[config.mk]
export PLATFORM = sky130hd
export DESIGN_NAME = expression_builder
export DESIGN_NICKNAME = d
export VERILOG_FILES = /design/src/rtl/expression_builder.sv
export SDC_FILE = /design/constraint.sdc
export NUM_CORES = 1
export LEC_CHECK = 0
export CAP_MARGIN = 15
export CORE_ASPECT_RATIO = 1.4
export CORE_MARGIN = 5
export CORE_UTILIZATION = 50
export DETAILED_ROUTE_END_ITERATION = 10
export DONT_BUFFER_PORTS = 1
export PLACE_DENSITY_LB_ADDON = 0.05
export SYNTH_ARGS = -nofsm -noshare
export SYNTH_HDL_FRONTEND = slang
export SYNTH_SLANG_ARGS = --single-unit
[constraint.sdc]
create_clock -name clk -period 4.4 [get_ports clk]
set_input_delay 0.44 -clock clk [delete_from_list [all_inputs] [get_ports clk]]
set_output_delay 0.44 -clock clk [all_outputs]
set_load 0.01 [all_outputs]
[src/rtl/expression_builder.sv]
// expression_builder: turns key-level strobes from the keyboard decoder into a
// two-operand BCD calculator request {A, operator, B} delivered over a
// valid/ready handshake, and drives the entry display while keys are typed.
module expression_builder #(
   parameter int DIGITS = 4
) (
   input  logic                  clk,
   input  logic                  reset,
   input  logic [3:0]            num,
   input  logic                  numPressed,
   input  logic [1:0]            opt,
   input  logic                  optPressed,
   input  logic                  clear,
   input  logic                  submit,
   output logic [4*DIGITS-1:0]   display,
   output logic                  full,
   output logic                  busy,
   output logic                  reqValid,
   input  logic                  reqReady,
   output logic [4*DIGITS-1:0]   reqA,
   output logic [4*DIGITS-1:0]   reqB,
   output logic [1:0]            reqOpt
);

   localparam int W  = 4 * DIGITS;
   localparam int CW = $clog2(DIGITS + 1);
   localparam logic [CW-1:0] MAX_CNT = CW'(DIGITS);

   typedef enum logic [1:0] {
      ENTRY_A,
      ENTRY_B,
      SEND
   } state_t;

   state_t        state;
   logic          num_q, opt_q, clear_q, submit_q;
   logic [W-1:0]  a_val, b_val;
   logic [CW-1:0] a_cnt, b_cnt;
   logic [1:0]    opt_reg;

   // Rising-edge events: a held key produces exactly one event.
   logic num_ev, opt_ev, clear_ev, submit_ev;
   assign num_ev    = numPressed & ~num_q;
   assign opt_ev    = optPressed & ~opt_q;
   assign clear_ev  = clear      & ~clear_q;
   assign submit_ev = submit     & ~submit_q;

   // A digit is accepted only if it is a real BCD code, there is room left,
   // and it is not a leading zero.
   logic digit_ok, a_take, b_take;
   assign digit_ok = (num <= 4'd9);
   assign a_take   = (a_cnt < MAX_CNT) && !((a_cnt == '0) && (num == 4'd0));
   assign b_take   = (b_cnt < MAX_CNT) && !((b_cnt == '0) && (num == 4'd0));

   // Entry is wiped either by a clear key while typing or by a completed
   // handshake; clear has no effect while a request is pending.
   logic wipe;
   assign wipe = (state == SEND) ? reqReady : clear_ev;

   assign busy     = (state == SEND);
   assign reqValid = (state == SEND);

   // Edge-detect registers, operand accumulation, operator latch and request capture.
   always_ff @(posedge clk or negedge reset) begin
      // NOTE: every register, including the request payload, is cleared by the
      // asynchronous reset so reqValid and the payload drop the moment reset asserts.
      if (!reset) begin
         state    <= ENTRY_A;
         num_q    <= 1'b0;
         opt_q    <= 1'b0;
         clear_q  <= 1'b0;
         submit_q <= 1'b0;
         a_val    <= '0;
         b_val    <= '0;
         a_cnt    <= '0;
         b_cnt    <= '0;
         opt_reg  <= 2'd0;
         reqA     <= '0;
         reqB     <= '0;
         reqOpt   <= 2'd0;
      end else begin
         // NOTE: non-blocking assignments keep every register sampling the
         // pre-edge values, so the event decode above sees the old *_q copies.
         num_q    <= numPressed;
         opt_q    <= optPressed;
         clear_q  <= clear;
         submit_q <= submit;

         if (wipe) begin
            state   <= ENTRY_A;
            a_val   <= '0;
            b_val   <= '0;
            a_cnt   <= '0;
            b_cnt   <= '0;
            opt_reg <= 2'd0;
         end else if (state != SEND) begin
            // Priority clear > submit > opt > num; only the winner is acted on.
            if (submit_ev) begin
               if ((state == ENTRY_B) && (b_cnt != '0)) begin
                  reqA   <= a_val;
                  reqB   <= b_val;
                  reqOpt <= opt_reg;
                  state  <= SEND;
               end
            end else if (opt_ev) begin
               if (opt != 2'd0) begin
                  if (state == ENTRY_A) begin
                     opt_reg <= opt;
                     state   <= ENTRY_B;
                  end else if (b_cnt == '0) begin
                     opt_reg <= opt;
                  end
               end
            end else if (num_ev && digit_ok) begin
               if (state == ENTRY_A) begin
                  if (a_take) begin
                     a_val <= {a_val[W-5:0], num};
                     a_cnt <= a_cnt + CW'(1);
                  end
               end else if (b_take) begin
                  b_val <= {b_val[W-5:0], num};
                  b_cnt <= b_cnt + CW'(1);
               end
            end
         end
      end
   end

   // Display and full flag follow the operand currently being shown.
   always_comb begin
      // NOTE: defaults first so no path through the case leaves an output unassigned.
      display = a_val;
      full    = 1'b0;
      unique case (state)
         ENTRY_A: begin
            display = a_val;
            full    = (a_cnt == MAX_CNT);
         end
         ENTRY_B: begin
            display = (b_cnt != '0) ? b_val : a_val;
            full    = (b_cnt == MAX_CNT);
         end
         SEND: begin
            display = b_val;
            full    = 1'b0;
         end
         default: begin
            display = a_val;
            full    = 1'b0;
         end
      endcase
   end

endmodule

==> impl_metrics.toml, run 1 <==
[status]
outcome = "finished, final reports clean"

[sta]
final_max_slew_viol_count = 0
fmax_mhz = 321.5
hold_violations = 0
timing.final.crit_share_pct = 70.69
tightest_slew_ps = 1131
relSlewSlack_pct = 24.12
fin_skew_ps = 8.385
rsz0062_at_grt = "false"
finalWorstSetupSlack_ps = 1289
tns_ps = 0
period_needed_ps = 3111
setup_violations = 0

[power]
pwr-share-seq_pct = 49.8
power_density_nw_per_um2 = 413.7
swShare_pct = 29.75
power.leakage_nw = 1.828
combPwrFrac_pct = 15.4
internal-power_mw = 1.217
ir_worst_vdd_v = 0.0002160
p_switching_mw = 0.5154
clkPwrFrac_pct = 34.8

[drt]
drtAntennaViolNets = 0
viasPerCell = 6.261
vias = 2736
drt_pass1_iterations = 4
wire_per_inst_um = 22.39
drc = 0
drtIter0Drc = 192
drt_wl_total_mm = 9.785

[job]
cap_violations = 0

[placed_design]
place_inst = 420
gp_congestion = 0.8535
place_hpwl_mm = 6.750
place_ws_ps = 1642
place_area_um2 = 3931
port_buffers = 0

[global_route]
busiest_layer = "met2"
antenna_found_initial = 0
grt_pass1_vias = 2857
grt_max_degree = 81
use_met1_pct = 26.61
grt_pass1_wl_mm = 15.99
grt_use_total_pct = 21.59
overflow = 0
use_met3_pct = 6.911
grt_use_met2_pct = 35.67

[logic_synthesis]
netlist_area_um2 = 3867
postSynth.asyncResetShare_pct = 100.0
syn_nets = 355
yosysSeqAreaShare_pct = 51.76
synth-seq-cells = 80
yosysUniqueCellTypes = 41
syn_avg_cell_area_um2 = 11.54
synth_ff_type = "dfrtp_1"
synth_edf_count = 0
netlist_instances = 335
yosysWarnings = 0

[clock_tree]
clk_pin_slew_ps = 80
cts-resized-gates = 0
cts-root-buf = "clkbuf_8"
cts_tree = "done"
clock_path_buffers = 2
clk_latency_ps = 360
h-tree-depth = 3
clkSinkCount = 80
numCtsBuffers = 9

[min_path]
min_to = "submit_q"
hold_class = "in2reg"
hp-start = "submit"
hold_depth = 0

[setup_path]
reg2reg_slack_ps = 1650
path_max_fanout = 16
regToRegStartpoint = "state[0]"
crit_type = "reg2out"
start_kind = "flop"
rr_endpoint = "reqOpt[0]"
required_ps = 3960
cp_data_arrival_time_ps = 2670
r2r_cells = 7
cp-end-kind = "primary output"

[floorplan]
start_util_pct = 50.52
rows = 38
dieArea_um2 = 9619
core_um2 = 7655
die_x_um = 84.33
die_y_um = 114.1
num_io_pins = 66

[layout]
nets = 353
area_delta_synth_final_pct = 8.282
n_antenna_cell = 0
final_cell_mix = "dfrtp_1, nand2_1, mux2_2"
fin_cells = 437
final_common_cell = "dfrtp_1"
drive_gt1_share_pct = 17.80
final_cell_area_um2 = 4188
final_util_pct = 54.71
stage by stage:
stage	total power, mW	hold WS (ps)
finish	1.732	108.7
global route	1.821	86.49
CTS	1.749	90.40
detailed placement	1.127	146.3
global placement	1.123	146.6
floorplan	1.047	144.4
layout make-up:
class                      instances  area, um2
clock inverter                     5      81.33
timing repair buffer               9      90.09
sequential                        80       2002
multi-input combinational        225       1722
inverter                           8      30.03
fill                             663       3467
clock buffer                      10      137.6
tap                              100      125.1
worst max path at each step:
stage	start	cells past startpoint	slack (ps)	to
final	state[0]	5	1290	display[9]
after global routing	state[0]	5	1170	display[7]
after CTS	state[0]	5	1350	display[9]
after detailed placement	state[0]	7	1640	reqB[1]
after global placement	state[0]	7	1710	reqA[10]
after floorplan	state[0]	9	2120	reqA[10]
per-layer routing:
layer	vias to the layer above	routed length, um
met5	-	0
met3	12	768
met2	88	4841
met4	0	155
li1	1242	-
met1	1394	4019
Yosys cell counts, types with 3 or more instances:
master / count / share of area [%]
inv_1: 8 / 0.78
dfrtp_1: 80 / 52
clkbuf_1: 11 / 1.1
nor2b_1: 6 / 0.97
a22o_1: 17 / 3.8
o21ai_0: 19 / 2.5
nand3_1: 3 / 0.39
nand2_1: 39 / 3.8
buf_2: 6 / 0.78
buf_6: 3 / 0.87
ha_1: 7 / 2.3
nand2b_1: 7 / 1.1
mux2_1: 3 / 0.87
nor3_1: 4 / 0.52
mux2i_1: 17 / 4.4
nor2_1: 8 / 0.78
nor4b_1: 18 / 4.1
a32oi_1: 18 / 4.1
mux2_2: 33 / 9.6
repair_timing:
| item | in CTS | in global routing |
|---|---|---|
| endpoints found under the hold margin | 80 | 0 |
| hold buffers | 2 | 0 |
| setup buffers | 0 | 0 |
| setup endpoints to repair | 0 | 0 |
cells by family (layout without fill, tap and decap cells):
family | after synthesis | after routing | share of synthesized area (%)
compound gates | 71 | 71 | 13.75
fa+ha+maj | 7 | 7 | 2.265
buf+inv | 30 | 32 | 3.785
flops | 80 | 80 | 51.76
mux | 53 | 53 | 14.88
simple gates | 94 | 94 | 13.56
critical path, stage by stage (launching register included):
cell,delay (ps)
dfrtp_1,380
inv_1,100
ha_1,540
a21oi_1,80
nor2b_1,870
a22o_1,330
power by group through the flow:
stage | combinational (mW) | sequential [mW] | clock [mW]
2_1_floorplan | 0.202 | 0.845 | 0
5_1_grt | 0.296 | 0.870 | 0.654
3_3_place_gp | 0.241 | 0.882 | 0
3_5_place_dp | 0.247 | 0.880 | 0
6_report | 0.267 | 0.863 | 0.603
4_1_cts | 0.267 | 0.866 | 0.616
Power figures use the tool's default switching activity.
==> run 2: changes to the inputs <==
- clock period: 4.4 -> 3.19 ns (I/O delays scaled with it)
==> impl_metrics.toml, run 2 (synthesis results as in run 1) <==
[status]
outcome = "finished, final reports clean"

[layout]
nets = 367
final_common_cell = "dfrtp_1"
drive_gt1_share_pct = 20.17
area_delta_synth_final_pct = 10.35
final_cell_mix = "dfrtp_1, nand2_1, mux2_2"
n_fill_cell = 688
multiInputGateArea_um2 = 1722
n_antenna_cell = 0
fin_cells = 452
final_cell_area_um2 = 4268
final-seq-area_um2 = 2002

[sta]
period_needed_ps = 2344
timing.final.crit_share_pct = 73.49
rsz0062_at_grt = "false"
tns_ps = 0
tightest_slew_ps = 790.8
fmax_mhz = 426.5
relSlewSlack_pct = 46.96
hold_violations = 0
setup_violations = 0
final_max_slew_viol_count = 0
fin_skew_ps = 11.00
finalWorstSetupSlack_ps = 845.6

[placed_design]
place_area_um2 = 4003
port_buffers = 0
gp_congestion = 0.8776
place_ws_ps = 876.9
place_hpwl_mm = 6.708
place_inst = 429

[floorplan]
core_um2 = 7655
start_util_pct = 50.52
rows = 38
dieArea_um2 = 9619
num_io_pins = 66
die_x_um = 84.33
die_y_um = 114.1

[global_route]
grt_pass1_vias = 2850
grt_use_total_pct = 21.29
grt_max_degree = 81
overflow = 0
grt_pass1_wl_mm = 15.68
antenna_found_initial = 0

[setup_path]
crit_chain = "inv_1 -> ha_1 -> and2_1 -> or2_1 -> nor3_4 -> buf_4 -> mux2_2"
cp_data_arrival_time_ps = 2590
regToRegStartpoint = "state[0]"
critical-path-max-stage-delay_ps = 400
path_max_fanout = 19
r2r_cells = 7
cp-end-kind = "flop"
crit_type = "reg2reg"
cpLargestDelayFamily = "simple AND/OR/NAND/NOR gates"
required_ps = 3440
slowest_stage = "or2_1"
rr_endpoint = "reqB[6]"
start_kind = "flop"
crit_buf_inv = 2
reg2reg_slack_ps = 850

[clock_tree]
cts-resized-gates = 0
clkSinkCount = 80
cts_hold_buf = 6
clock_path_buffers = 2
cts_tree = "done"
clk_latency_ps = 360
cts_setup_buffers = 0
clk_pin_slew_ps = 90
h-tree-depth = 3
numCtsBuffers = 9
cts-root-buf = "clkbuf_8"

[power]
power_mw = 2.274
power_density_nw_per_um2 = 532.9
ir_worst_vdd_v = 0.0002628
power.leakage_nw = 1.866

[min_path]
hold_class = "in2reg"
min_to = "opt_reg[1]"
hold_depth = 2
hp-start = "opt[1]"

[drt]
vias = 2752
drtAntennaViolNets = 0
viasPerCell = 6.088
drt_pass1_iterations = 5
drc = 0
drt_wl_total_mm = 9.640
drtIter0Drc = 210
wire_per_inst_um = 21.33

[job]
cap_violations = 0
[run 2: cell count changes in the layout (fill, tap and decap cells not counted), moves of 2 or more]
cell and change:
buf_4 +8, dlygate4sd3_1 +4, clkinvlp_4 +3, bufinv_16 -2, inv_6 +2
[run 2: final cells by class]
class,count,share of cell area [%]
tap,100,2.932
inverter,8,0.7036
clock inverter,7,1.319
timing repair buffer,23,4.896
multi-input combinational,225,40.34
sequential,80,46.91
clock buffer,9,2.902
[run 2: power breakdown]
group          switching (mW)  total [mW]  internal, mW
registers              0.0902        1.18          1.09
clock network           0.409       0.698         0.289
logic                   0.246       0.397         0.151
total                   0.745        2.27          1.53
[run 2: worst reg2reg max path, cell delays in order (launching register included)]
cell and delay, ps:
dfrtp_1 370, inv_1 80, ha_1 250, and2_1 290, or2_1 400, nor3_4 170
buf_4 290, mux2_2 380
[run 2: how the worst max path moves through the flow]
stage	startpoint	endpoint	slack, ps	cells past startpoint
floorplan	state[0]	reqA[10]	910	9
finish	state[0]	reqB[6]	850	7
global route	state[0]	reqB[0]	700	7
global placement	state[0]	reqB[15]	930	7
CTS	state[0]	reqB[6]	840	7
detailed placement	state[0]	reqB[9]	880	7
[run 2: stage by stage]
step | util, % | hold WS [ps]
finish | 55.75 | 91.33
detailed placement | 52.29 | 26.07
global placement | 52.14 | 25.73
CTS | 55.66 | 77.01
global route | 55.75 | 88.75
floorplan | - | 23.41
[run 2: per-layer routing]
layer	part of all wire, %	GRT usage [%]	up-vias
li1	-	-	1266
met5	0	0	-
met3	8.2	6.407	19
met4	2.8	10.45	0
met2	49	33.67	94
met1	40	26.64	1373
==> run 3: changes to the inputs <==
- ABC_AREA: default -> 1
- clock period: 3.19 -> 2.1 ns (I/O delays scaled with it)
==> impl_metrics.toml, run 3 <==
[status]
outcome = "finished, final reports clean"

[sta]
tightest_slew_ps = 393.5
setup_violations = 0
hold_violations = 0
timing.final.crit_share_pct = 95.05
tns_ps = 0
fmax_mhz = 501.0
relSlewSlack_pct = 73.74
rsz0062_at_grt = "true"
final_max_slew_viol_count = 0
period_needed_ps = 1996
fin_skew_ps = 5.231

[drt]
vias = 3024
drtAntennaViolNets = 0
wire_per_inst_um = 15.88
drt_pass1_iterations = 4
drtIter0Drc = 280
viasPerCell = 5.305
drt_wl_total_mm = 9.054
drc = 0

[floorplan]
rows = 37
num_io_pins = 66
dieArea_um2 = 9415
start_util_pct = 51.30
die_x_um = 83.45
core_um2 = 7361
die_y_um = 112.8

[setup_path]
path_max_fanout = 8
cp-end-kind = "primary output"
start_kind = "flop"
cp_common_cell = "nand2_2"
crit_type = "reg2out"
critical-path-max-stage-delay_ps = 380
crit_chain = "inv_1 -> ha_1 -> nand2_2 -> nand2_2 -> nand2_2 -> buf_4 -> nand3_1 -> nand2_1"
crit_buf_inv = 2
required_ps = 1890
reg2reg_slack_ps = 210
regToRegStartpoint = "state[0]"
r2r_cells = 9
cpLargestDelayFamily = "simple AND/OR/NAND/NOR gates"
crit_start = "b_cnt[0]"
cp_data_arrival_time_ps = 1790
rr_endpoint = "b_val[12]"
slowest_stage = "dfrtp_1"

[logic_synthesis]
postSynth.asyncResetShare_pct = 100.0
yosys-top-cells-count = "nand2_1, dfrtp_1, nand3_1"
syn_avg_cell_area_um2 = 8.227
synthTopCellsByArea = "dfrtp_1, nand2_1, nand4_1, nand3_1, ha_1"
synth_edf_count = 0
netlist_area_um2 = 3776
netlist_instances = 459
yosysSeqAreaShare_pct = 53.02
syn_nets = 479
synth-seq-cells = 80
yosys.cell_count.top_type = "nand2_1"
yosysUniqueCellTypes = 21
yosysWarnings = 0
synth.largest_area_cell = "dfrtp_1"
synth_top_area_share_pct = 53.02
synth_ff_type = "dfrtp_1"

[layout]
final_cell_mix = "nand2_1, dfrtp_1, nand3_1"
multiInputGateArea_um2 = 1539
final-seq-area_um2 = 2002
n_antenna_cell = 0
final_common_cell = "nand2_1"
fin_cells = 570
n_fill_cell = 696
nets = 488
area_delta_synth_final_pct = 11.56
drive_gt1_share_pct = 9.514

[placed_design]
gp_congestion = 0.8411
place_inst = 541
port_buffers = 0
place_hpwl_mm = 6.082

[clock_tree]
cts_setup_buffers = 0
cts_tree = "done"
clk_latency_ps = 350
h-tree-depth = 3
clk_pin_slew_ps = 80
clkSinkCount = 80
clock_path_buffers = 2
numCtsBuffers = 9
cts-root-buf = "clkbuf_8"

[min_path]
hp-start = "num[1]"
min_to = "b_val[1]"
hold_depth = 2
hold_class = "in2reg"

[power]
clkPwrFrac_pct = 30.8
p_switching_mw = 1.208
swShare_pct = 32.59
pwr-share-seq_pct = 47.5
ir_worst_vdd_v = 0.0004525
power_density_nw_per_um2 = 879.5
internal-power_mw = 2.497
combPwrFrac_pct = 21.7
power.leakage_nw = 2.352

[global_route]
grt_max_degree = 81
grt_use_total_pct = 20.11
grt_pass1_vias = 3060
grt_pass1_wl_mm = 15.24
antenna_found_initial = 0
overflow = 0

[job]
cap_violations = 0
==> run 3: area by class of cell <==
type	count	area share [%]
Sequential cell	80	47.52
Multi-Input combinational cell	332	36.53
Clock buffer	13	3.772
Clock inverter	3	0.9504
Timing Repair Buffer	25	6.564
Inverter	20	1.782
Tap cell	97	2.881
==> run 3: power groups by stage <==
stage | Clock [mW] | Sequential, mW | Combinational, mW
2_1_floorplan | 0 | 1.76 | 0.534
5_1_grt | 1.27 | 1.78 | 0.892
6_report | 1.14 | 1.76 | 0.802
3_5_place_dp | 0 | 1.79 | 0.714
4_1_cts | 1.18 | 1.76 | 0.768
3_3_place_gp | 0 | 1.79 | 0.704
==> run 3: logic make-up (layout without fill, tap and decap cells) <==
group	count (synthesis)	after routing	synth area share [%]
buffers and inverters	47	61	6.627
xor gates and xnor gates	2	2	0.4640
AOI/OAI and AO/OA	3	3	0.3975
and+or+nand+nor	320	320	37.18
DFF	80	80	53.02
adders and majority gates	7	7	2.319
==> run 3: repair_timing <==
action,4_1_cts,5_1_grt
hold endpoints to repair,91,0
setup endpoints to repair,0,16
resized for setup,0,9
hold buffers,12,0
==> run 3: stage by stage <==
stage / total power, mW / worst slack (ps) / utilization [%] / instance area, um2 / hold slack, ps
3_3_place_gp: 2.495 / 338.9 / 52.30 / 3850 / -83.57
2_1_floorplan: 2.298 / 416.8 / - / 3776 / -85.59
3_5_place_dp: 2.507 / 235.3 / 52.30 / 3850 / -83.27
5_1_grt: 3.940 / -8.502 / 57.23 / 4213 / 14.09
6_report: 3.705 / 103.9 / 57.23 / 4213 / 17.26
4_1_cts: 3.711 / 0.9071 / 56.88 / 4187 / 2.169
==> run 3: worst max-delay path by stage <==
stage                     slack [ps]  depth (start not counted)     endpoint
final                            100                          8   display[9]
after detailed placement         240                          9    b_val[12]
after global routing              -9                          8  display[11]
after floorplan                  420                         10     b_val[0]
after global placement           340                          9    b_val[15]
after CTS                        0.9                          8  display[11]
==> run 3: layer usage <==
layer  vias to the layer above  routed length, um  track usage (%)
met5                         -                  0                0
met1                      1444               4102            26.38
met2                        65               4457            32.87
met4                         0                114            5.901
li1                       1506                  -                -
met3                         9                379            5.462
